==> config.mk <==
export PLATFORM = sky130hd
export DESIGN_NAME = data_sync_src_flat
export DESIGN_NICKNAME = d
export VERILOG_FILES = /design/src/rtl/data_sync_pkg.sv /design/src/rtl/data_sync_src_if.sv /design/src/rtl/bit_sync.sv /design/src/rtl/data_sync_src.sv /design/src/flat_wrapper.sv
export SDC_FILE = /design/constraint.sdc
export NUM_CORES = 1
export LEC_CHECK = 0
export BUFFER_PORTS_ARGS = -buffer_cell sky130_fd_sc_hd__buf_4
export CORE_UTILIZATION = 51
export CTS_CLUSTER_SIZE = 30
export DETAILED_ROUTE_END_ITERATION = 8
export PLACE_DENSITY = 0.78
export SYNTH_ARGS = -nofsm -noshare
export SYNTH_HDL_FRONTEND = slang
export SYNTH_SLANG_ARGS = --single-unit
==> constraint.sdc <==
create_clock -name CLK -period 2.9 [get_ports CLK]
set_input_delay 0.58 -clock CLK [delete_from_list [all_inputs] [get_ports CLK]]
set_output_delay 0.58 -clock CLK [all_outputs]
set_load 0.02 [all_outputs]
==> src/rtl/data_sync_pkg.sv <==
// Shared definitions for both ends of the multi-bit data synchronizer.
package data_sync_pkg;

  typedef enum logic [1:0] {
    IDLE    = 2'd0,
    SETUP   = 2'd1,
    ASSERT  = 2'd2,
    RELEASE = 2'd3
  } sync_state_t;

  localparam int DEFAULT_NUM_STAGES = 2;

endpackage

==> src/rtl/data_sync_src_if.sv <==
// Local word handshake plus the crossing bus/enable and the returning acknowledge.
interface data_sync_src_if #(
  parameter int BUS_WIDTH = 8
);

  logic [BUS_WIDTH-1:0] SRC_DATA;
  logic                 SRC_VALID;
  logic                 SRC_READY;
  logic                 SRC_DONE;
  logic [BUS_WIDTH-1:0] BUS_DATA;
  logic                 BUS_EN;
  logic                 ACK_ASYNC;

  // master: local producer together with the destination side driving the ack
  modport master (
    output SRC_DATA, SRC_VALID, ACK_ASYNC,
    input  SRC_READY, SRC_DONE, BUS_DATA, BUS_EN
  );

  modport slave (
    input  SRC_DATA, SRC_VALID, ACK_ASYNC,
    output SRC_READY, SRC_DONE, BUS_DATA, BUS_EN
  );

endinterface

==> src/rtl/bit_sync.sv <==
// Single-bit NUM_STAGES-flop synchronizer; output lags input by NUM_STAGES edges.
module bit_sync
  import data_sync_pkg::*;
#(
  parameter int NUM_STAGES = DEFAULT_NUM_STAGES
) (
  input  logic CLK,
  input  logic RST,
  input  logic async_in,
  output logic sync_out
);

  logic [NUM_STAGES-1:0] chain;

  always_ff @(posedge CLK or negedge RST) begin
    if (!RST) begin
      chain <= '0;
    end else begin
      chain <= {chain[NUM_STAGES-2:0], async_in};
    end
  end

  assign sync_out = chain[NUM_STAGES-1];

endmodule

==> src/rtl/data_sync_src.sv <==
// Source-side launcher: accepts a word, holds it on the crossing bus, raises BUS_EN a cycle later
// and runs a four-phase handshake on the synchronized ack; not ready again until the ack returns low.
module data_sync_src
  import data_sync_pkg::*;
#(
  parameter int BUS_WIDTH  = 8,
  parameter int NUM_STAGES = DEFAULT_NUM_STAGES,
  parameter int MIN_HOLD   = 2
) (
  input  logic           CLK,
  input  logic           RST,
  data_sync_src_if.slave bus
);

  localparam int                HOLD_W    = $clog2(MIN_HOLD + 1);
  localparam logic [HOLD_W-1:0] HOLD_LAST = HOLD_W'(MIN_HOLD - 1);

  sync_state_t          state_q, state_d;
  logic [HOLD_W-1:0]    hold_cnt_q, hold_cnt_d;
  logic [BUS_WIDTH-1:0] bus_data_q, bus_data_d;
  logic                 bus_en_q, bus_en_d;
  logic                 src_done_q, src_done_d;
  logic                 ack_sync;
  logic                 src_ready;

  bit_sync #(
    .NUM_STAGES(NUM_STAGES)
  ) u_ack_sync (
    .CLK      (CLK),
    .RST      (RST),
    .async_in (bus.ACK_ASYNC),
    .sync_out (ack_sync)
  );

  // A lingering ack from the previous transfer must clear before a new word goes out,
  // otherwise ASSERT could exit on the old acknowledge.
  assign src_ready = (state_q == IDLE) && !ack_sync;

  always_ff @(posedge CLK or negedge RST) begin
    if (!RST) begin
      state_q    <= IDLE;
      hold_cnt_q <= '0;
      bus_data_q <= '0;
      bus_en_q   <= 1'b0;
      src_done_q <= 1'b0;
    end else begin
      state_q    <= state_d;
      hold_cnt_q <= hold_cnt_d;
      bus_data_q <= bus_data_d;
      bus_en_q   <= bus_en_d;
      src_done_q <= src_done_d;
    end
  end

  always_comb begin
    state_d    = state_q;
    hold_cnt_d = hold_cnt_q;
    bus_data_d = bus_data_q;
    bus_en_d   = 1'b0;
    src_done_d = 1'b0;
    case (state_q)
      IDLE: begin
        if (src_ready && bus.SRC_VALID) begin
          bus_data_d = bus.SRC_DATA;
          state_d    = SETUP;
        end
      end
      SETUP: begin
        state_d    = ASSERT;
        hold_cnt_d = '0;
        bus_en_d   = 1'b1;
      end
      ASSERT: begin
        if (ack_sync && (hold_cnt_q == HOLD_LAST)) begin
          state_d = RELEASE;
        end else begin
          bus_en_d = 1'b1;
          if (hold_cnt_q != HOLD_LAST) begin
            hold_cnt_d = hold_cnt_q + HOLD_W'(1);
          end
        end
      end
      RELEASE: begin
        if (!ack_sync) begin
          state_d    = IDLE;
          src_done_d = 1'b1;
        end
      end
      default: state_d = IDLE;
    endcase
  end

  assign bus.SRC_READY = src_ready;
  assign bus.SRC_DONE  = src_done_q;
  assign bus.BUS_DATA  = bus_data_q;
  assign bus.BUS_EN    = bus_en_q;

endmodule

==> src/flat_wrapper.sv <==
// flat-port wrapper written by rule: the top's interface ports become plain ports
module data_sync_src_flat import data_sync_pkg::*;
#(
  parameter int BUS_WIDTH  = 8,
  parameter int NUM_STAGES = DEFAULT_NUM_STAGES,
  parameter int MIN_HOLD   = 2
)
  (CLK, RST, bus_SRC_DATA, bus_SRC_VALID, bus_ACK_ASYNC, bus_SRC_READY, bus_SRC_DONE, bus_BUS_DATA, bus_BUS_EN);
  data_sync_src_if #(.BUS_WIDTH(BUS_WIDTH)) bus_i ();
  input  logic CLK;
  input  logic RST;
  input wire logic [$bits(bus_i.SRC_DATA)-1:0] bus_SRC_DATA;
  input wire logic [$bits(bus_i.SRC_VALID)-1:0] bus_SRC_VALID;
  input wire logic [$bits(bus_i.ACK_ASYNC)-1:0] bus_ACK_ASYNC;
  output wire logic [$bits(bus_i.SRC_READY)-1:0] bus_SRC_READY;
  output wire logic [$bits(bus_i.SRC_DONE)-1:0] bus_SRC_DONE;
  output wire logic [$bits(bus_i.BUS_DATA)-1:0] bus_BUS_DATA;
  output wire logic [$bits(bus_i.BUS_EN)-1:0] bus_BUS_EN;
  assign bus_i.SRC_DATA = bus_SRC_DATA;
  assign bus_i.SRC_VALID = bus_SRC_VALID;
  assign bus_i.ACK_ASYNC = bus_ACK_ASYNC;
  assign bus_SRC_READY = bus_i.SRC_READY;
  assign bus_SRC_DONE = bus_i.SRC_DONE;
  assign bus_BUS_DATA = bus_i.BUS_DATA;
  assign bus_BUS_EN = bus_i.BUS_EN;
  data_sync_src #(.BUS_WIDTH(BUS_WIDTH), .NUM_STAGES(NUM_STAGES), .MIN_HOLD(MIN_HOLD)) u_core (.CLK(CLK), .RST(RST), .bus(bus_i));
endmodule
==> results.yml <==
status:
  status: "finished, final reports clean"
synthesis:
  yosysTopAreaCell: "dfrtp_1"
  synth_edf_count: 0
  yosysWarnings: 0
  postSynthAreaPerCell_um2: 13.8
  syn_inst: 52
  synth_ff_type: "dfrtp_1"
  postSynthRegisterBits: 16
  syn-num-nets: 70
  synthArstFlopShare: 1.00
  synth_cell_types: 20
  ys_top_cells_by_count: "dfrtp_1 (16), mux2_2 (8), ha_1 (6)"
  syn_area_um2: 719
  synth_top_area_share: 0.557
  ys_seq_area_frac: 0.557
  yosysMostFrequentCell: "dfrtp_1"
  ys_top_cells_by_area: "dfrtp_1 (56%), mux2_2 (13%), ha_1 (10%)"
power:
  vdd_ir_drop_max_uv: 552
  switching_share: 0.366
  p_comb_frac: 0.536
  power.share.sequential: 0.360
  power.density_nw_per_um2: 1100
  p_switching_mw: 0.373
  p_leak_nw: 0.460
  intPower_mw: 0.645
  pwr-share-clk: 0.104
min_path:
  hp-class: "primary input to async pin"
routing:
  drc: 0
  drt_pass1_iterations: 2
  wire_per_inst_um: 12.2
  num_vias: 475
  postRouteAntennaNets: 0
  wirelength_um: 1120
  drtIter0Drc: 3
  vias_per_cell: 5.16
sta:
  period_minus_slack_ns: 1.93
  slew_viol_final: 0
  rsz0062_at_grt: "false"
  finalSetupViolCount: 0
  tightestPinTransition_ns: 0.402
  hold_viol: 0
  slew_headroom: 0.731
  period_share: 0.666
  setup_tns_ns: 0
  clock_skew_ns: 0.00190
  max_freq_ghz: 0.517
die:
  ios: 23
  start_util: 0.553
  core_area_um2: 1300
  core.rowCount: 13
  die_x_um: 39.6
  dieArea_um2: 1560
  die_y_um: 39.6
grt:
  grt_antenna_before_repair: 0
  grt_use_total: 0.173
  overflow: 0
  grt_pass1_wl_um: 1730
  grt_busiest_layer: "met2"
  grt_max_degree: 17
  first_global_vias: 417
  use_met2: 0.262
  use_met1: 0.224
  grt_util_met3: 0.0852
cts:
  cts_sinks: 16
  ctsResizeCount: 0
  h-tree-depth: 1
  path_clk_slew_ns: 0.08
  root_buffer: "clkbuf_4"
  numCtsBuffers: 3
  postCtsHoldBufs: 0
  clock_path_buffers: 2
  cts_tree: "done"
  cts_setup_buffers: 0
  clk_latency_ns: 0.27
cells_and_area:
  diodes: 0
  area_growth_pct: 28.7
  final_cell_area_um2: 926
  n_fill_cell: 102
  multi_input_area_um2: 300
  drive_gt1_frac: 0.468
  fin_nets: 97
  ff_latch_area_um2: 400
  final_cells: 92
placement:
  port_buffers: 22
  dp_hpwl_um: 909
  gp_congestion: 0.831
  dp.cells: 89
  dpl_cell_area_um2: 903
setup_path:
  cp-start-kind: "register"
  worstSetupPathType: "register to output port"
  cp.required_ns: 2.32
  worstSetupEndpointType: "output port"
  arrival_ns: 1.35
  crit_fanout: 4
flow_run:
  cap_viol_max_count: 0
-- final cells by class --
| class | count | share of cell area |
|---|---|---|
| timing repair buffer | 22 | 0.178 |
| sequential | 16 | 0.432 |
| clock buffer | 3 | 0.0243 |
| inverter | 5 | 0.0203 |
| tap | 15 | 0.0203 |
| multi-input combinational | 31 | 0.324 |
-- cells by family (layout without fill, tap and decap cells) --
| group | Yosys count | after routing | share of synthesized area |
|---|---|---|---|
| simple gates | 8 | 8 | 0.0731 |
| compound gates | 7 | 7 | 0.0800 |
| mux | 10 | 10 | 0.160 |
| flops | 16 | 16 | 0.557 |
| fa+ha+maj | 6 | 6 | 0.104 |
| buf+inv | 5 | 30 | 0.0261 |
-- per-stage QoR --
stage,total power [mW],util,hold WS [ns],worst slack (ns)
5_1_grt,1.10,0.712,0.147,0.879
3_3_place_gp,0.904,0.694,0.335,1.27
6_report,1.02,0.712,0.145,0.967
3_5_place_dp,0.921,0.694,0.338,1.22
4_1_cts,1.03,0.712,0.143,0.949
2_1_floorplan,0.738,-,0.284,1.30
-- state kept, by name, indices dropped and copies added (netlist names) --
name	cells
u_core.bus.BUS_DATA	8
u_core.hold_cnt_q	2
u_core.state_q	2
u_core.u_ack_sync.chain	2
u_core.bus.BUS_EN	1
u_core.bus.SRC_DONE	1
-- worst paths after layout --
check | startpoint | end | slack [ns] | depth (start not counted)
setup / recovery | u_core.state_q[0] | bus_SRC_READY | 0.97 | 4
hold / removal | RST | u_core.bus.BUS_DATA[4] | 0.14 | 1
setup reg to reg | u_core.state_q[0] | u_core.state_q[1] | 1.22 | 5
hold reg to reg | u_core.u_ack_sync.chain[0] | u_core.u_ack_sync.chain[1] | 0.36 | 0
max in group asynchronous | RST | u_core.bus.BUS_DATA[5] | 2.58 | 1
min in group CLK | u_core.u_ack_sync.chain[0] | u_core.u_ack_sync.chain[1] | 0.36 | 0
-- critical path: stages (launching register included) --
cell and delay, ns:
dfrtp_1 0.40, inv_1 0.13, ha_1 0.22, nor2b_1 0.17, buf_4 0.16
-- cell usage in the layout (no fill, tap or decap), drive strengths merged --
cell type	instances
a21oi	1
nor2	1
a21boi	2
nor2b	2
inv	5
or3b	1
o22ai	1
nand3b	1
dfrtp	16
buf	22
mux2	9
clkbuf	3
ha	6
mux2i	1
nand2b	1
o311a	1
o32ai	1
o21a	1
nor3b	1
or3	1
-- routing by layer --
metal	up-vias	part of all wire
met5	-	0
met4	0	0
met3	0	0.059
met2	13	0.49
met1	228	0.45
li1	234	-
-- power by group through the flow --
stage / logic (mW) / clock network (mW) / registers, mW
after global placement: 0.535 / 0 / 0.369
after detailed placement: 0.547 / 0 / 0.374
after global routing: 0.606 / 0.117 / 0.379
final: 0.545 / 0.106 / 0.366
after CTS: 0.548 / 0.111 / 0.368
after floorplan: 0.290 / 0 / 0.448
Note: power is estimated with default switching activity, not from simulation.
